<file path="config.mk">
export PLATFORM = sky130hd
export DESIGN_NAME = weighted_rr_arbiter
export DESIGN_NICKNAME = d
export VERILOG_FILES = /design/src/rtl/weighted_rr_arbiter.sv
export SDC_FILE = /design/constraint.sdc
export NUM_CORES = 1
export LEC_CHECK = 0
export BUFFER_PORTS_ARGS = -buffer_cell sky130_fd_sc_hd__buf_4
export CORE_ASPECT_RATIO = 0.75
export CORE_MARGIN = 2
export CORE_UTILIZATION = 50
export CTS_BUF_LIST = sky130_fd_sc_hd__clkbuf_8 sky130_fd_sc_hd__clkbuf_16
export DETAILED_ROUTE_END_ITERATION = 7
export HOLD_SLACK_MARGIN = 0.1
export PLACE_DENSITY_LB_ADDON = 0.15
export SETUP_SLACK_MARGIN = 0.5
export SYNTH_ARGS = -nofsm -noshare
export SYNTH_HDL_FRONTEND = slang
export SYNTH_SLANG_ARGS = --single-unit
</file>
<file path="constraint.sdc">
create_clock -name clk -period 2.65 [get_ports clk]
set_clock_uncertainty 0.2 [all_clocks]
set_input_delay 0.3975 -clock clk [delete_from_list [all_inputs] [get_ports clk]]
set_output_delay 0.3975 -clock clk [all_outputs]
set_load 0.005 [all_outputs]
</file>
<file path="src/rtl/weighted_rr_arbiter.sv">
// Weighted round-robin arbiter: each owner keeps the grant for up to its
// programmed quantum of accepted beats, then the grant rotates with no gap.
module weighted_rr_arbiter #(
    parameter  int N  = 4,
    parameter  int WW = 3,
    localparam int IW = $clog2(N)
) (
    input  logic            clk,
    input  logic            rstn,
    input  logic [N-1:0]    req,
    input  logic [N*WW-1:0] weight,
    input  logic            ack,
    output logic [N-1:0]    grant,
    output logic            grant_valid,
    output logic [IW-1:0]   grant_idx
);

    typedef enum logic {
        IDLE,
        GRANT
    } state_e;

    state_e        state_q, state_d;
    logic [IW-1:0] owner_q, owner_d;
    logic [IW-1:0] last_q, last_d;
    logic [WW-1:0] credit_q, credit_d;
    logic [N-1:0]  grant_q, grant_d;
    logic          gv_q, gv_d;

    logic [N-1:0]  elig;
    logic [IW-1:0] base;
    logic [IW-1:0] j;
    logic [IW-1:0] win;
    logic [WW-1:0] win_w;
    logic          found;
    logic          load;

    always_comb begin
        elig = '0;
        for (int i = 0; i < N; i++) begin
            elig[i] = req[i] && (weight[i*WW +: WW] != '0);
        end
    end

    // In GRANT the search base is the current owner, so a lone eligible
    // owner wraps around and wins its own regrant.
    always_comb begin
        base  = (state_q == GRANT) ? owner_q : last_q;
        found = 1'b0;
        win   = '0;
        j     = '0;
        for (int k = N; k >= 1; k--) begin
            j = IW'((int'(base) + k) % N);
            if (elig[j]) begin
                found = 1'b1;
                win   = j;
            end
        end
        win_w = weight[int'(win)*WW +: WW];
    end

    always_comb begin
        state_d  = state_q;
        owner_d  = owner_q;
        last_d   = last_q;
        credit_d = credit_q;
        grant_d  = grant_q;
        gv_d     = gv_q;
        load     = 1'b0;
        unique case (state_q)
            IDLE: begin
                load = found;
            end
            GRANT: begin
                if (!req[owner_q] || (ack && credit_q == WW'(1))) begin
                    last_d = owner_q;
                    if (found) begin
                        load = 1'b1;
                    end else begin
                        state_d = IDLE;
                        grant_d = '0;
                        gv_d    = 1'b0;
                    end
                end else if (ack) begin
                    credit_d = credit_q - WW'(1);
                end
            end
            default: ;
        endcase
        if (load) begin
            state_d      = GRANT;
            owner_d      = win;
            credit_d     = win_w;
            grant_d      = '0;
            grant_d[win] = 1'b1;
            gv_d         = 1'b1;
        end
    end

    always_ff @(posedge clk or negedge rstn) begin
        if (!rstn) begin
            state_q  <= IDLE;
            owner_q  <= '0;
            last_q   <= IW'(N - 1);
            credit_q <= '0;
            grant_q  <= '0;
            gv_q     <= 1'b0;
        end else begin
            state_q  <= state_d;
            owner_q  <= owner_d;
            last_q   <= last_d;
            credit_q <= credit_d;
            grant_q  <= grant_d;
            gv_q     <= gv_d;
        end
    end

    assign grant       = grant_q;
    assign grant_valid = gv_q;
    assign grant_idx   = owner_q;

endmodule

</file>
==> flow_metrics.py <==
metrics = {
    "clock_tree": {
        "cts_htree_levels": 1,
        "numCtsBuffers": 3,
        "cts_tree": "yes",
        "clock_latency_ps": 250,
        "clock_path_buffers": 2,
        "clkSlewWorstSetupHoldPaths_ps": 50,
        "cts_root_buf": "clkbuf_8",
        "clock_sinks": 13,
    },
    "worst_hold_path": {
        "min_path_type": "reg2reg",
        "min_to": "grant[3]$_DFFE_PN0P_",
        "hold_path_depth": 2,
        "hp-start": "grant[3]$_DFFE_PN0P_",
    },
    "final_layout": {
        "diodes": 0,
        "area_delta_synth_final_pct": 38.88,
        "final_nets": 146,
        "regArea_um2": 330.3,
        "drive_gt1_frac": 0.4597,
        "multi_input_area_um2": 596.8,
        "final_cell_mix": "buf_4 (30), nand2_1 (11), dfrtp_1 (9), o21ai_0 (7), inv_1 (5)",
        "num-fill-cells": 137,
        "final_common_cell": "buf_4",
    },
    "detailed_routing": {
        "post_drt_wl_per_cell_um": 16.05,
        "drt_first_iter_violations": 18,
        "routed_wl_mm": 2.343,
        "vias": 855,
        "drc": 0,
        "antenna_left": 0,
        "drtPass1Iterations": 4,
        "routed_via_density": 5.856,
    },
    "critical_path": {
        "critPathArrivalTime_ps": 2050,
        "max_stage_delay_ps": 450,
        "rr_worst_depth": 6,
        "cp_max_fo": 5,
        "worstPathCellList": "mux2_4 -> nor3_2 -> a311oi_4 -> nand2_4 -> mux2_4 -> o211a_1",
        "required_ps": 2590,
        "rrSetupSlack_ps": 540,
        "critPathCaptureType": "register",
        "critPathMostFrequentCell": "mux2_4",
        "cp-start-kind": "register",
        "r2r_end": "credit_q[2]$_DFFE_PN0P_",
        "critPathSlowestCell": "dfrtp_2",
        "critical_path_class": "reg2reg",
        "r2r-start": "state_q$_DFF_PN0_",
    },
    "synth": {
        "syn_nets": 110,
        "synth-edff-count": 0,
        "synth-seq-area-share": 0.3574,
        "syn_area_um2": 917.1,
        "synth_area_leader_cell": "dfrtp_1",
        "async_flop_share": 1.000,
        "ys_warn_count": 0,
        "ys_seq_elements": 13,
        "ys_dominant_reg_cell": "dfrtp_1",
        "syn-mean-instance-area_um2": 10.30,
        "ys_top_cells_by_area": "dfrtp_1 (30%), dfstp_2 (5.7%), mux2i_1 (5.5%)",
        "synth.distinct_cells": 35,
        "syn_inst": 89,
        "synth_top_area_frac": 0.3001,
    },
    "grt": {
        "grt.total_usage": 0.2261,
        "antenna_found_initial": 0,
        "grt_pass1_vias": 720,
        "grt_pass1_wl_mm": 3.174,
        "grt_start_max_net_pins": 14,
        "grt_overflow_total": 0,
    },
    "sta": {
        "max_slew.worst_pin.slew_ps": 536.4,
        "final-setup-viol-count": 0,
        "finalCriticalPeriod_ps": 2112,
        "period_share": 0.7969,
        "rsz0062_at_grt": "true",
        "setup_tns_ps": 0,
        "relSlewSlack": 0.6403,
        "drv_slew": 0,
        "fmax_mhz": 473.5,
        "hold_violations": 0,
    },
    "power_and_ir_drop": {
        "leakage_nw": 0.5762,
        "total_power_mw": 1.293,
        "peakVddDrop_uv": 796.0,
        "powerDensity_nw_per_um2": 1015,
    },
    "floorplanning": {
        "initial_utilization": 0.5319,
        "die_x_um": 53.46,
        "core_area_um2": 1724,
        "std_cell_rows": 13,
        "die_y_um": 41.09,
        "io_pins": 26,
        "die-area_um2": 2196,
    },
    "outcome": {
        "outcome": "complete, no violations",
    },
    "placement": {
        "portBuffers": 25,
        "gp_congestion": 0.8494,
        "place_hpwl_mm": 1.729,
    },
    "flow_run": {
        "maxCapViolations": 0,
    },
}
## registers in the layout (all words and copies together), names as in the netlist
register,flops
grant,4
credit_q,3
grant_idx,2
last_q,2
grant_valid,1
state_q,1
## layer usage
layer / vias up / track usage / wire length, um
met3: 4 / 0.07664 / 112
met2: 18 / 0.3364 / 1064
met4: 0 / 0.09615 / 25
li1: 411 / - / -
met1: 422 / 0.3018 / 1140
met5: - / 0 / 0
## repair_timing
action / in CTS / in global routing
hold buffers: 1 / 0
gates resized for setup: 6 / 5
hold endpoints to repair: 13 / 0
pin swaps: 1 / 3
gates cloned: 0 / 0
setup endpoints to repair: 7 / 5
buffers inserted: 0 / 5
## cell type report
type / count / area share
multi-input cells: 70 / 0.4686
clock inverters: 1 / 0.002947
flip-flops and latches: 13 / 0.2593
inverters: 5 / 0.01473
repair buffers: 32 / 0.2004
clock buffers: 3 / 0.03242
well taps: 22 / 0.02161
## synth_stat cells, types with 3 or more instances
cell and number:
a21oi_1 4, nand4_1 3, inv_1 4, mux2_4 3, mux2i_1 5, o21ai_0 8, dfrtp_1 11, nand2_1 12
## critical path, delay by kind of cell (launching register included)
family,cells,cell delay (ps)
AO/OA/AOI/OAI,2,290
AND/OR/NAND/NOR,2,390
flip-flops,1,450
multiplexers,2,660
## worst max-delay path by stage
stage	start	endpoint	slack [ps]	depth (start not counted)
after floorplan	state_q$_DFF_PN0_	credit_q[2]$_DFFE_PN0P_	510	7
after global placement	weight[10]	credit_q[2]$_DFFE_PN0P_	350	7
after detailed placement	weight[4]	credit_q[2]$_DFFE_PN0P_	310	7
after CTS	state_q$_DFF_PN0_	credit_q[2]$_DFFE_PN0P_	450	6
after global routing	state_q$_DFF_PN0_	credit_q[2]$_DFFE_PN0P_	470	6
final	state_q$_DFF_PN0_	credit_q[2]$_DFFE_PN0P_	540	6
## through the flow
stage | cells | utilization | hold WS [ps] | cell area (um2) | setup slack, ps
floorplan | 89 | - | -98.09 | 917.1 | 505.7
global placement | 136 | 0.6546 | 45.40 | 1129 | 351.4
detailed placement | 136 | 0.6546 | 44.58 | 1129 | 308.8
CTS | 141 | 0.6974 | 290.5 | 1202 | 453.8
global route | 146 | 0.7388 | 322.3 | 1274 | 472.2
finish | 146 | 0.7388 | 284.9 | 1274 | 538.3
## report_power, final
group	switching, mW	internal [mW]	total, mW
Clock	0.0698	0.102	0.172
Sequential	0.0746	0.303	0.377
Combinational	0.367	0.376	0.743
Total	0.512	0.781	1.29
## cells by family (layout without fill, tap and decap cells)
kind of cell	after synthesis	count (layout)	share of synthesized area
compound gates	29	29	0.2633
fa+ha+maj	2	2	0.02728
buf+inv	6	41	0.03273
flops	13	13	0.3574
mux	11	11	0.1528
simple gates	28	28	0.1664
Note: power is estimated with default switching activity, not from simulation.
